===== src/rtl/shift_right_unit.sv =====
// Multi-cycle SRL/SRA shifter: moves STEP bits per clock under a Start/Busy/Done handshake.
// Zero/Sign are derived combinationally from the registered Result, like the ALU flags.
module shift_right_unit #(
  parameter int WIDTH   = 32,
  parameter int SHAMT_W = 5,
  parameter int STEP    = 1
) (
  input  logic               CLK,
  input  logic               Reset,
  input  logic               Start,
  input  logic               Arith,
  input  logic [SHAMT_W-1:0] ShiftAmt,
  input  logic [WIDTH-1:0]   Operand,
  output logic               Busy,
  output logic               Done,
  output logic [WIDTH-1:0]   Result,
  output logic               Zero,
  output logic               Sign
);

  typedef enum logic [1:0] {IDLE, SHIFT, DONE} state_t;

  localparam logic [SHAMT_W:0] STEP_W = (SHAMT_W+1)'(STEP);

  state_t             state, state_nxt;
  logic [WIDTH-1:0]   data;
  logic [SHAMT_W-1:0] remain;
  logic               fill;
  logic               last;
  logic [WIDTH-1:0]   sh_final, sh_step;

  // Right shift with a chosen fill bit; n may reach WIDTH, which yields all fill.
  function automatic logic [WIDTH-1:0] fshr(input logic [WIDTH-1:0] d, input logic f,
                                            input logic [SHAMT_W:0] n);
    logic [WIDTH-1:0] ones;
    ones = '1;
    return (d >> n) | (f ? ~(ones >> n) : '0);
  endfunction

  assign last     = ({1'b0, remain} <= STEP_W);
  assign sh_final = fshr(data, fill, {1'b0, remain});
  assign sh_step  = fshr(data, fill, STEP_W);

  always_ff @(posedge CLK or posedge Reset) begin
    if (Reset) state <= IDLE;
    else       state <= state_nxt;
  end

  always_comb begin
    state_nxt = state;
    case (state)
      IDLE:    if (Start) state_nxt = SHIFT;
      SHIFT:   if (last)  state_nxt = DONE;
      DONE:    state_nxt = IDLE;
      default: state_nxt = IDLE;
    endcase
  end

  always_comb begin
    Busy = (state != IDLE);
    Done = (state == DONE);
  end

  // Datapath: inputs are sampled only at the accept edge; Result moves only on entry to DONE.
  always_ff @(posedge CLK or posedge Reset) begin
    if (Reset) begin
      data   <= '0;
      remain <= '0;
      fill   <= 1'b0;
      Result <= '0;
    end else begin
      case (state)
        IDLE: if (Start) begin
          data   <= Operand;
          remain <= ShiftAmt;
          fill   <= Arith & Operand[WIDTH-1];
        end
        SHIFT: if (last) begin
          Result <= sh_final;
        end else begin
          data   <= sh_step;
          remain <= remain - STEP_W[SHAMT_W-1:0];
        end
        default: ;
      endcase
    end
  end

  assign Zero = (Result == '0);
  assign Sign = Result[WIDTH-1];

endmodule


===== config.mk =====
export PLATFORM = sky130hd
export DESIGN_NAME = shift_right_unit
export DESIGN_NICKNAME = d
export VERILOG_FILES = /design/src/rtl/shift_right_unit.sv
export SDC_FILE = /design/constraint.sdc
export NUM_CORES = 1
export LEC_CHECK = 0
export CAP_MARGIN = 15
export CORE_MARGIN = 2
export CORE_UTILIZATION = 35
export CTS_CLUSTER_SIZE = 14
export DETAILED_ROUTE_END_ITERATION = 8
export PLACE_DENSITY = 0.66
export RECOVER_POWER = 50
export SYNTH_ARGS = -nofsm -noshare
export SYNTH_HDL_FRONTEND = slang
export SYNTH_SLANG_ARGS = --single-unit

===== constraint.sdc =====
create_clock -name CLK -period 3.7 [get_ports CLK]
set_input_delay 0.74 -clock CLK [delete_from_list [all_inputs] [get_ports CLK]]
set_output_delay 0.74 -clock CLK [all_outputs]
set_load 0.005 [all_outputs]

# ---- After elaboration in Yosys (flattened, before gate mapping)
# Cells that the tools add are included.
dict set report word_totals {
  output_inout_bits 36
  elab_cells 37
  ff_bits 72
  in_bits 41
}
dict set report op_classes {
  n_reduce_logical 8
  order_cmp 1
  muxes 11
  bitwise 4
  n_eq_ne 5
  shift 2
  add_sub_neg 1
}
# op n
set ops {}
lappend ops {{2-to-1 mux 32 bit} 4}
lappend ops {{case mux 32 bit (2 select lines)} 1}
lappend ops {{zero test 32 bit} 1}
lappend ops {{NOT 32 bit} 1}
lappend ops {{bitwise OR 31 x 32 -> 32 bit} 1}
lappend ops {{bitwise OR 32 bit} 1}
lappend ops {{right shift 32 x 5 -> 32 bit} 1}
lappend ops {{right shift 32 x 5 -> 32 bit, first input constant} 1}
lappend ops {{2-to-1 mux 5 bit} 2}
lappend ops {{case mux 5 bit (2 select lines)} 1}
lappend ops {{inequality test 2 bit, second input constant} 3}
lappend ops {{AND reduction 2 bit} 3}
lappend ops {{less-or-equal comparator 5 x 1 -> 1 bit, second input constant} 1}
lappend ops {{subtractor 5 x 1 -> 5 bit, second input constant} 1}
lappend ops {{2-to-1 mux 2 bit} 2}
lappend ops {{case mux 2 bit (2 select lines)} 1}
lappend ops {{nonzero test 2 bit} 2}
lappend ops {{AND reduction 3 bit} 1}
lappend ops {{equality test 2 x 1 -> 1 bit, second input constant} 1}
lappend ops {{equality test 2 bit, second input constant} 1}
lappend ops {{zero test 2 bit} 1}
lappend ops {{AND 1 bit} 1}

# ---- Logic depth before layout (Yosys ltp)
dict set report depth {
  word_depth 4
  mapped_depth 11
  depth_no_buf 7
}

# ---- Worst setup path before layout
# Ideal clock, no wire load.
dict set report synth_path {
  kind {flip-flop to flip-flop}
  startpoint {register remain[1]}
  endpoint {register Result[0]}
  t_required_ns 3.575
  setup_time_ns 0.125
  arrival_ns 2.035
  setup_slack_ns 1.541
  period_less_slack_ns 2.159
  stages_incl_launch_ff 11
  path_buffers 4
  cell_sequence {dfrtp_1 buf_4 buf_4 buf_6 inv_1 ha_1 o21bai_1 nand3_2 inv_2 buf_4 mux2_2}
}
dict set report synth_via {
  elab_chain_cells 4
  word_cells_on_any_way 7
  cone_classes {1 x order compare; 2 x shift; 1 x mux; 2 x bitwise; 1 x reduce/logical}
}
# element line_no
set synth_lines {}
lappend synth_lines {{from (decl)} 27} ;# logic [SHAMT_W-1:0] remain;
lappend synth_lines {{from (signal assigned)} 75} ;# remain <= ShiftAmt;
lappend synth_lines {{from (signal assigned)} 82} ;# remain <= remain - STEP_W[SHAMT_W-1:0];
lappend synth_lines {{right shift 32 x 5 -> 32 bit} 37} ;# return (d >> n) | (f ? ~(ones >> n) : '0);
lappend synth_lines {{NOT 32 bit} 37}
lappend synth_lines {{2-to-1 mux 32 bit} 37}
lappend synth_lines {{bitwise OR 32 bit} 37}
lappend synth_lines {{to (signal assigned)} 79} ;# Result <= sh_final;
lappend synth_lines {{to (decl)} 16} ;# output logic [WIDTH-1:0] Result,
# Several ways; a longest one is shown, not always the timed one.
# A chain may end at the register's enable or synchronous reset.

# ---- Worst setup path in the final report
dict set report layout_path {
  startpoint {register Result[30]}
  endpoint {output Zero}
}
dict set report layout_via {
  elab_chain_cells 1
}
# element line_no
set layout_lines {}
lappend layout_lines {{zero test 32 bit} 89} ;# assign Zero = (Result == '0);
lappend layout_lines {{to (decl)} 17} ;# output logic Zero,
# No other way between the ends.

==> flow_summary_export.csv <==
group,metric,value,unit
clocking,cts_resized,0,
critical_path,reg2reg_slack,1.11,ns
critical_path,endpoint_kind,"primary output",
clocking,cts.clk_slew.worst_paths,0.06,ns
routing,drtIter0Drc,212,
floorplan,initial_core_util,36.2,%
clocking,cts_inserted_buffers,9,
critical_path,critPathLaunchType,"flip-flop",
clocking,clkLatencyLatePin,0.33,ns
routing,met2_length,4540,µm
critical_path,criticalPathCategory,"flip-flop to primary output",
critical_path,required,2.96,ns
pwr,power,4.99,mW
yosys,async_reset_ff_share,100,%
yosys,synth_top_family_by_area,"simple AND/OR/NAND/NOR gates",
clocking,clock-sinks,72,
sta,hold_slack,0.507,ns
yosys,synth-edff-count,0,
sta,max_slew.worst_pin.slew,1.25,ns
routing,viasPerCell,5.20,
yosys,yosysTopAreaCell,"dfrtp_1",
clocking,htree_levels,3,
hold_path,hold_class,"flip-flop to flip-flop",
sta,slew_violations,0,
clocking,tritoncts,"done",
floorplan,die-area,12200,µm²
yosys,synthAdderAreaFrac,1.27,%
clocking,cts-root-buf,"clkbuf_16",
global_route,grt-ovfl-total,0,
sta,relSlewSlack,16.9,%
yosys,synth-xor-area-share,0,%
pwr,ir_drop,0.433,mV
routing,routed_wl,10400,µm
routing,top_layer,"met4",
sta,fin_skew,0.00707,ns
global_route,grtUsageTotal,18.4,%
critical_path,r2r-start,"remain[1]",
global_route,grt_pass1_wl,17200,µm
yosys,synthTopCellsByCount,"nand2_1, dfrtp_1, nor2_1",
yosys,synthSimpleGateAreaFrac,19.8,%
routing,drc,0,
sta,rsz0062_at_grt,"no",
yosys,synth_top_area_share,45.5,%
global_route,antenna_found_initial,0,
yosys,ys_seq_area_share,45.5,%
place,gp_congestion,0.809,
sta,timing.final.crit_share,74.8,%
routing,wire_per_inst,15.7,µm
sta,setup_tns,0,ns
global_route,grt_pass1_vias,3346,
yosys,synth_seq_cells,72,
finish,fill_cells,1068,
sta,hold_viol_final,0,
critical_path,r2r-end,"data[1]",
hold_path,min-delay-start,"Result[18]",
yosys,synth_warnings,0,
yosys,syn_area,3960,µm²
sta,period_minus_slack,2.77,ns
yosys,netlist-cell-type-count,41,
routing,met3_length,427,µm
floorplan,rows,38,
clocking,clk_path_buf_depth,2,
clocking,cts_setup_buffers,0,
yosys,synth_compound_area_share,15.2,%
yosys,synth_top_flop_cell,"dfrtp_1",
critical_path,cp_data_arrival_time,2.03,ns
yosys,post_synth_mux_area_share,13.3,%
routing,dr.pass1.iters,4,
routing,ant_nets,0,
status,status,"finished, final reports clean",
finish,syn_to_final_growth,28.9,%
finish,drive_above_1_share,10.2,%
finish,layout.nets,561,
routing,vias,3434,
yosys,synth.area.top_cells,"dfrtp_1, nand2_1, mux2_2",
yosys,synth_nets,497,
floorplan,ios,77,
hold_path,worst_hold_path.num_cells,2,
critical_path,cp_max_fo,3,
sta,setup_violations,0,
routing,wl_met1,5350,µm
pwr,power_density,978,nW/µm²
critical_path,worstRegToRegCells,7,
pwr,leakage,2.23,nW
run,max_cap_violations,0,
clocking,hold_buffers,0,
finish,antenna_cells,0,
yosys,syn_area_per_cell,8.75,µm²
floorplan,core,10900,µm²
floorplan,die_y,110,µm
yosys,synth.most_common_cell,"nand2_1",
floorplan,die-width,110,µm
place,io_buffers,76,
global_route,grt_max_degree,66,
place,hpwl,7660,µm
yosys,synthCells,452,
sta,fmax,361,MHz
hold_path,holdPathEnd,"Result[18]",
[per-stage QoR]
step           cell area, µm²  std cells  worst slack [ns]  utilization, %
6_report                 5100        661             0.931            46.6
5_1_grt                  5100        661             0.512            46.6
4_1_cts                  5100        661             0.907            46.7
3_5_place_dp             4820        645              1.12            44.1
3_3_place_gp             4820        645              1.25            44.1
2_1_floorplan            3960        452              1.14               -
[worst max-delay path, cell delays in order (launching register included)]
cell             delay [ns]
dfrtp_1                0.41
nor4_1                 0.50
nand4_1                0.16
nor2_1                 0.13
clkdlybuf4s50_1        0.51
[cell usage in the layout (no fill, tap or decap), types with 2 or more instances in the layout]
cell / count
nand2_1: 107
dfrtp_1: 72
clkdlybuf4s50_1: 57
nor2_1: 56
a31oi_1: 34
o21ai_0: 31
mux2_2: 25
mux2i_1: 22
dlygate4sd3_1: 19
a21oi_1: 10
nor4_1: 9
clkbuf_16: 9
buf_4: 8
inv_1: 6
o211ai_1: 5
a22oi_1: 5
nand3_1: 4
ha_1: 4
clkbuf_1: 4
nor2b_1: 3
clkinv_2: 3
and2_1: 2
nor3_1: 2
a22o_1: 2
nand4_1: 2
a2bb2oi_1: 2
[where the power goes]
group          switching (mW)  internal (mW)  total (mW)
Sequential              0.449           1.19        1.64
Combinational            1.33           1.18        2.52
Clock                   0.314          0.519       0.833
[registers in the layout, summed over array words and instances, names as in the netlist]
register  count
Result       32
fill          1
remain        5
data         32
state         2
[cell families after synthesis]
logic type                 after synthesis
and+or+nand+nor                        190
muxes                                   48
adders and majority gates                4
DFF                                     72
buffers and inverters                   40
AOI/OAI and AO/OA                       98
[routing by layer]
metal | global-route usage, % | vias up
li1 | - | 1703
met1 | 27.8 | 1641
met2 | 27.4 | 84
met3 | 2.82 | 6
met4 | 4.82 | 0
met5 | 0 | -
[how the worst max path moves through the flow]
stage                           from         end  slack (ns)
after detailed placement   remain[1]     data[1]        1.12
after global routing           Reset  Result[24]        0.51
after CTS                 Result[17]        Zero        0.91
final                     Result[30]        Zero        0.93
after global placement         Start    data[19]        1.25
after floorplan                Reset   Result[0]        1.14
[final cells by class]
class / instances / area [µm²] / area share, %
clock buffer: 12 / 236 / 4.64
clock inverter: 4 / 45.0 / 0.883
inverter: 7 / 26.3 / 0.515
multi-input combinational: 340 / 1970 / 38.6
sequential: 72 / 1800 / 35.3
tap: 140 / 175 / 3.43
timing repair buffer: 86 / 845 / 16.6
Power figures use the tool's default switching activity.
